--- src/rtl/even_parity_pkg.sv ---
// even_parity_pkg: shared states, line levels and frame-length helper for the serial transmitter
package even_parity_pkg;
  typedef enum logic [2:0] {IDLE, START, DATA, PARITY, STOP} state_t;
  localparam logic IDLE_LEVEL = 1'b1;
  localparam logic START_LEVEL = 1'b0;
  function automatic int frame_len(input int data_w, input int clks_per_bit);
    return (data_w + 3) * clks_per_bit;
  endfunction
endpackage

--- src/rtl/even_parity_serial_tx_bit_timer.sv ---
// bit_timer: counts clocks within one serial bit
// Ports: clk, rst_n (async low); run counts while high; restart clears the count;
// bit_end flags the terminal count; pre_end flags that the next cycle holds the terminal count.
module bit_timer #(
  parameter int CLKS_PER_BIT = 4
) (
  input  logic clk,
  input  logic rst_n,
  input  logic run,
  input  logic restart,
  output logic bit_end,
  output logic pre_end
);
  localparam int CW = CLKS_PER_BIT > 1 ? $clog2(CLKS_PER_BIT) : 1;
  logic [CW-1:0] cnt;
  assign bit_end = run && cnt == CW'(CLKS_PER_BIT - 1);
  // after a clear the next count is 0, which is terminal only for one-cycle bits
  assign pre_end = (CLKS_PER_BIT == 1) || (!restart && !bit_end && cnt == CW'(CLKS_PER_BIT - 2));
  always_ff @(posedge clk or negedge rst_n)
    if (!rst_n) cnt <= '0;
    else if (restart || bit_end) cnt <= '0;
    else if (run) cnt <= cnt + 1'b1;
endmodule

--- src/rtl/even_parity_serial_tx.sv ---
// even_parity_serial_tx: frames a data word plus parity as start, data LSB-first, parity, stop
// Ports: clk, rst_n (async low); data_in/parity_in/in_valid/in_ready handshake;
// tx_out serial line (idle 1); busy while a frame is on the line; frame_done on the last stop cycle.
// Optional macro PARITY_SELF_CHECK_EN adds parity_err, the registered odd-parity flag of the last accepted word.
module even_parity_serial_tx
  import even_parity_pkg::*;
#(
  parameter int DATA_W = 4,
  parameter int CLKS_PER_BIT = 4
) (
  input  logic              clk,
  input  logic              rst_n,
  input  logic [DATA_W-1:0] data_in,
  input  logic              parity_in,
  input  logic              in_valid,
  output logic              in_ready,
  output logic              tx_out,
  output logic              busy,
  output logic              frame_done
`ifdef PARITY_SELF_CHECK_EN
  ,
  output logic              parity_err
`endif
);
  localparam int IW = DATA_W > 1 ? $clog2(DATA_W) : 1;
  state_t state, state_nx;
  logic [DATA_W-1:0] shift, shift_nx, shift_dn;
  logic [IW-1:0] idx, idx_nx;
  logic par, par_nx, tx_nx, accept, bit_end, pre_end;
  assign in_ready = state == IDLE;
  assign accept = in_valid && in_ready;
  assign shift_dn = shift >> 1;
  bit_timer #(.CLKS_PER_BIT(CLKS_PER_BIT)) u_timer (
    .clk(clk),
    .rst_n(rst_n),
    .run(state != IDLE),
    .restart(accept),
    .bit_end(bit_end),
    .pre_end(pre_end)
  );
  always_comb begin
    state_nx = state;
    shift_nx = shift;
    idx_nx = idx;
    par_nx = par;
    tx_nx = tx_out;
    unique case (state)
      IDLE: begin
        tx_nx = accept ? START_LEVEL : IDLE_LEVEL;
        if (accept) begin
          state_nx = START;
          shift_nx = data_in;
          par_nx = parity_in;
          idx_nx = '0;
        end
      end
      START: if (bit_end) begin
        state_nx = DATA;
        tx_nx = shift[0];
      end
      DATA: if (bit_end) begin
        if (idx == IW'(DATA_W - 1)) begin
          state_nx = PARITY;
          tx_nx = par;
        end else begin
          shift_nx = shift_dn;
          idx_nx = idx + 1'b1;
          tx_nx = shift_dn[0];
        end
      end
      PARITY: if (bit_end) begin
        state_nx = STOP;
        tx_nx = IDLE_LEVEL;
      end
      STOP: if (bit_end) begin
        state_nx = IDLE;
        tx_nx = IDLE_LEVEL;
      end
      default: begin
        state_nx = IDLE;
        tx_nx = IDLE_LEVEL;
      end
    endcase
  end
  always_ff @(posedge clk or negedge rst_n)
    if (!rst_n) begin
      state <= IDLE;
      shift <= '0;
      idx <= '0;
      par <= 1'b0;
      tx_out <= IDLE_LEVEL;
      busy <= 1'b0;
      frame_done <= 1'b0;
    end else begin
      state <= state_nx;
      shift <= shift_nx;
      idx <= idx_nx;
      par <= par_nx;
      tx_out <= tx_nx;
      busy <= state_nx != IDLE;
      // registered, so flag the cycle that will be the final stop cycle
      frame_done <= state_nx == STOP && pre_end;
    end
`ifdef PARITY_SELF_CHECK_EN
  always_ff @(posedge clk or negedge rst_n)
    if (!rst_n) parity_err <= 1'b0;
    else if (accept) parity_err <= (^data_in) ^ parity_in;
`endif
endmodule

--- config.mk ---
export PLATFORM = sky130hd
export DESIGN_NAME = even_parity_serial_tx
export DESIGN_NICKNAME = d
export VERILOG_FILES = /design/src/rtl/even_parity_pkg.sv /design/src/rtl/even_parity_serial_tx_bit_timer.sv /design/src/rtl/even_parity_serial_tx.sv
export SDC_FILE = /design/constraint.sdc
export NUM_CORES = 1
export LEC_CHECK = 0
export BUFFER_PORTS_ARGS = -buffer_cell sky130_fd_sc_hd__clkbuf_2
export CORE_MARGIN = 1
export CORE_UTILIZATION = 58
export CTS_BUF_LIST = sky130_fd_sc_hd__clkbuf_16
export DETAILED_ROUTE_END_ITERATION = 12
export PLACE_DENSITY_LB_ADDON = 0.2
export SYNTH_ARGS = -nofsm -noshare
export SYNTH_HDL_FRONTEND = slang
export SYNTH_HIERARCHICAL = 1
export SYNTH_SLANG_ARGS = --single-unit
export TNS_END_PERCENT = 20
--- constraint.sdc ---
create_clock -name clk -period 4.9 [get_ports clk]
set_clock_uncertainty 0.1 [all_clocks]
set_input_delay 0.245 -clock clk [delete_from_list [all_inputs] [get_ports clk]]
set_output_delay 0.245 -clock clk [all_outputs]
set_load 0.01 [all_outputs]
Word level (Yosys, flattened, before mapping)

Cells that the tools add are included.

Input bits: 8
RAM bits: 0
ROM bits: 0
Logic and storage cells: 63
Latch bits: 0
Output and inout port bits: 4
Register bits after elaboration: 15
Memories kept: 0

Equality and inequality tests: 13
Bitwise operators: 0
Muxes and demuxes: 23
Add/sub/neg operators: 2
Shift operators: 0
Reduce and logical (&&, ||, !) cells: 17
Div/mod/pow operators: 0
Multipliers: 0
Magnitude comparators: 0

Operator list:

| operator                                                                 | count |
|---|---|
| 3-bit two-way mux                                                        | 6 |
| 3-bit case mux with 5 select lines                                       | 1 |
| 4-bit two-way mux                                                        | 3 |
| 2-bit two-way mux                                                        | 5 |
| 2-bit by 1-bit inequality test with 1-bit output (second input constant) | 4 |
| 4-bit case mux with 2 select lines                                       | 1 |
| 2-bit == test (second input constant)                                    | 3 |
| 3-bit by 2-bit == test with 1-bit output (second input constant)         | 2 |
| 3-bit == test (second input constant)                                    | 2 |
| 3-bit nonzero test                                                       | 2 |
| 1-bit logical AND                                                        | 5 |
| 1-bit two-way mux                                                        | 5 |
| 2-bit by 1-bit adder with 2-bit output (second input constant)           | 2 |
| 1-bit case mux with 4 select lines                                       | 1 |
| 2-bit case mux with 2 select lines                                       | 1 |
| 4-bit AND reduction                                                      | 1 |
| 2-bit nonzero test                                                       | 2 |
| 3-bit by 1-bit == test with 1-bit output (second input constant)         | 1 |
| 3-bit logical NOT                                                        | 1 |
| 3-bit AND reduction                                                      | 1 |
| 1-bit logical NOT                                                        | 2 |
| 2-bit inequality test (second input constant)                            | 1 |
| 2-bit AND reduction                                                      | 1 |
| 2-bit OR reduction                                                       | 1 |
| 1-bit logical OR                                                         | 1 |

Longest topological paths before layout

Depth in word-level cells: 6
Depth in mapped cells: 7
Gate-level depth less buffers: 6

Modules after synthesis

Netlist, hierarchy kept.

Modules (own cells, without submodules):

| module                | times used | cells an instance | area an instance (um2) | sequential area each (um2) |
|---|---|---|---|---|
| even_parity_serial_tx | 1          | 60                | 698.2                  | 326.6 |
| bit_timer             | 1          | 12                | 130.1                  | 50.0 |

Worst setup path after synthesis

Ideal clock, no wire load.

Path kind: reg-to-reg
From: register state[0]
To: register idx[0]
Stages on the path, launching flop included: 8
Setup time: 0.125 ns
Buffers on the path: 1
Data required time: 4.675 ns
Clock period less this slack: 2.147 ns
Arrival: 1.922 ns
Path slack: 2.753 ns
Cells stage by stage: dfrtp_1 -> buf_2 -> nor3_1 -> inv_1 -> and2_1 -> nand3b_2 -> a211oi_4 -> mux2_2

Word-level cells in the longest chain between the ends: 4
Elaborated cells on any way between the ends: 11
Classes of those cells: eq/ne (4); mux (1); reduce/logical (6)

RTL lines:

| what                                                              | line                        | source |
|---|---|---|
| start: declaration                                                | even_parity_serial_tx.sv:26 | `state_t state, state_nx;` |
| start signal: assignment                                          | even_parity_serial_tx.sv:95 | `state <= state_nx;` |
| 3-bit logical NOT *                                               | even_parity_serial_tx.sv:30 | `assign in_ready = state == IDLE;` |
| via in_ready                                                      | even_parity_serial_tx.sv:16 | `output logic in_ready,` |
| 1-bit logical AND                                                 | even_parity_serial_tx.sv:31 | `assign accept = in_valid && in_ready;` |
| 2-bit by 1-bit inequality test with 1-bit output (no source line) | -                           |  |
| 4-bit AND reduction (no source line)                              | -                           |  |
| end signal: assignment                                            | even_parity_serial_tx.sv:97 | `idx <= idx_nx;` |
| end: declaration                                                  | even_parity_serial_tx.sv:28 | `logic [IW-1:0] idx, idx_nx;` |

The timed path passes the listed nets; every way through them passes the cells marked *.
A chain may end at the register's enable or synchronous reset.

Final worst setup path

From: register state[0]
To: register shift[1]

Word-level cells in the longest chain between the ends: 4
Elaborated cells on any way between the ends: 11
Classes of those cells: eq/ne (4); mux (1); reduce/logical (6)

RTL lines:

| what                                                              | line                                  | source |
|---|---|---|
| 3-bit nonzero test                                                | even_parity_serial_tx.sv:36           | `.run(state != IDLE),` |
| 1-bit logical AND                                                 | even_parity_serial_tx_bit_timer.sv:16 | `assign bit_end = run && cnt == CW'(CLKS_PER_BIT - 1);` |
| via bit_end                                                       | even_parity_serial_tx.sv:29           | `logic par, par_nx, tx_nx, accept, bit_end, pre_end;` |
| 2-bit by 1-bit inequality test with 1-bit output (no source line) | -                                     |  |
| 4-bit AND reduction (no source line)                              | -                                     |  |
| end signal: assignment                                            | even_parity_serial_tx.sv:96           | `shift <= shift_nx;` |
| end: declaration                                                  | even_parity_serial_tx.sv:27           | `logic [DATA_W-1:0] shift, shift_nx, shift_dn;` |

The timed path passes the listed nets, and every way through them passes these cells.

==> flow_summary.yaml <==
clock_network:
  numCtsBuffers: 3
  clockBufferDepth: 2
  cts.repair.resized: 0
  clk_latency_ps: 250
  cts-htree-levels: 1
  holdBufCountCts: 1
  cts_setup_buffers: 0
  clock-sinks: 15
  clk_pin_slew_ps: 50
  ctsRootBufferMaster: "clkbuf_16"
  cts_tree: "done"
synthesis:
  synth_area_leader_cell: "dfrtp_1"
  ys_types: 34
  synth_common_cells: "dfrtp_1, mux2_2, inv_1"
  synth-async-reset-ratio: 1.00
  synthCells: 72
  synth_area_um2: 828
  yosys_most_used_dff: "dfrtp_1"
  syn-num-nets: 83
  synth_enable_flop_cells: 0
  yosysMostFrequentCell: "dfrtp_1"
  synthTopCellsByArea: "dfrtp_1, mux2_2, ha_1, dfstp_2, inv_1"
  synth_seq_cells: 15
  ys_warn_count: 6
  synth_top_area_frac: 0.423
  synth.yosys.seq_area_share: 0.455
  syn_avg_cell_area_um2: 11.5
sta:
  finalCriticalPeriod_ps: 2380
  rsz0062_at_grt: "false"
  tns_ps: 0
  tightest_slew_ps: 727
  hold_viol: 0
  max_freq_mhz: 419
  whs_ps: 108
  slew_viol_final: 0
  relSlewSlack: 0.511
  setup_viol: 0
  period_share: 0.487
routing:
  wl_per_cell_um: 15.7
  vias: 567
  dr.pass1.iters: 4
  via_per_inst: 5.67
  drc: 0
  dr.first_iter.drc_count: 10
  antenna_left: 0
  drt-total-wl_mm: 1.57
placed_design:
  gp_congestion: 0.661
  dp_hpwl_um: 992
  post-place-cells: 95
  portBuffers: 11
finish:
  stdcell_count: 100
  syn2layout_area_growth_pct: 17.2
  post-route-util: 0.737
  final_nets: 97
  diodes: 0
  fill_cells: 89
  drive_gt1_frac: 0.341
power_and_ir_drop:
  total_leakage_power_nw: 0.445
  pwr_density_cell_nw_per_um2: 642
  vdd_drop_max_v: 0.000510
status:
  status: "completed"
floorplanning:
  rows: 13
  die_y_um: 39.8
  start_util: 0.629
  pin_count: 12
  die-area_um2: 1580
  coreArea_um2: 1320
  die_w_um: 39.8
grt:
  grt_pass1_wl_mm: 2.39
  grt_pass1_vias: 531
  overflow: 0
  grt_max_degree: 16
  grt_antenna_before_repair: 0
  grt_usage: 0.245
critical_path:
  cp.arrival_ps: 2410
  cp-start-kind: "flop"
  worstPathMaxFanout: 13
  critPathCaptureType: "flop"
  critPathRequiredTime_ps: 4920
  worstSetupPathType: "flop to flop"
run:
  maxCapViolCount: 0
worst_hold_path:
  hp-class: "input pin to flop"
==> cell usage in the layout (no fill, tap or decap), types with 2 or more instances in the layout <==
cell	netlist	routed
dfrtp_1	14	14
clkbuf_2	1	11
mux2_2	9	9
inv_1	6	6
nor3_1	3	3
and2_1	3	3
ha_1	3	3
clkbuf_16	0	3
nand2b_1	2	2
a31oi_1	2	2
nand2_1	2	2
nor2b_1	2	2
o2bb2ai_1	2	2
nor3b_1	2	2
==> registers in the layout (all words and copies together), names as in the netlist <==
signal,cells
busy,1
frame_done,1
idx,2
par,1
shift,4
state,3
tx_out,1
u_timer/cnt,2
==> kinds of logic after synthesis <==
logic type | share of synthesized area
fa+ha+maj | 0.0453
buf+inv | 0.0529
flops | 0.455
mux | 0.134
compound gates | 0.124
xor+xnor | 0.0106
simple gates | 0.178
==> worst paths after layout <==
kind | from | endpoint | slack, ps | cells past startpoint
min in group asynchronous | rst_n | frame_done$_DFF_PN0_ | 410 | 2
worst min register to register | shift[2]$_DFFE_PN0P_ | shift[2]$_DFFE_PN0P_ | 400 | 1
worst max-delay path | state[0]$_DFF_PN0_ | shift[1]$_DFFE_PN0P_ | 2520 | 6
max in group asynchronous | rst_n | tx_out$_DFFE_PN1P_ | 3980 | 2
worst min-delay path | data_in[3] | shift[3]$_DFFE_PN0P_ | 110 | 2
worst max register to register | state[0]$_DFF_PN0_ | shift[1]$_DFFE_PN0P_ | 2520 | 6
==> metal layers <==
| metal | routed length, um | track usage | vias to the layer above | share of wire |
|---|---|---|---|---|
| met1 | 780 | 0.309 | 268 | 0.50 |
| met2 | 705 | 0.373 | 12 | 0.45 |
| met3 | 51 | 0.0682 | 4 | 0.033 |
| met4 | 29 | 0.129 | 0 | 0.019 |
| li1 | - | - | 283 | - |
| met5 | 0 | 0 | - | 0 |
==> worst max-delay path, stage by stage, from the launching register on <==
cell	delay, ps
dfrtp_1	600
nor3_1	140
inv_1	130
and2_1	330
nand3b_2	140
a211oi_4	410
mux2_2	400
==> metrics by stage <==
stage	power (mW)	worst slack, ps	cell area [um^2]
2_1_floorplan	0.413	2750	828
3_3_place_gp	0.451	2640	881
4_1_cts	0.623	2520	971
5_1_grt	0.657	2400	971
6_report	0.623	2520	971
3_5_place_dp	0.456	2550	881
==> power breakdown <==
| group | switching, mW | total (mW) | internal, mW |
|---|---|---|---|
| clock network | 0.0516 | 0.161 | 0.109 |
| logic | 0.102 | 0.220 | 0.118 |
| registers | 0.0610 | 0.242 | 0.181 |
| total | 0.214 | 0.623 | 0.408 |
==> final cells by class <==
type | count | area [um^2] | share of cell area
clock buffers | 3 | 75.1 | 0.0773
clock inverters | 1 | 5.00 | 0.00515
inverters | 6 | 22.5 | 0.0232
multi-input cells | 48 | 408 | 0.420
flip-flops and latches | 15 | 377 | 0.388
well taps | 15 | 18.8 | 0.0193
repair buffers | 12 | 65.1 | 0.0670
No activity file was read; power rests on OpenSTA's default activity.
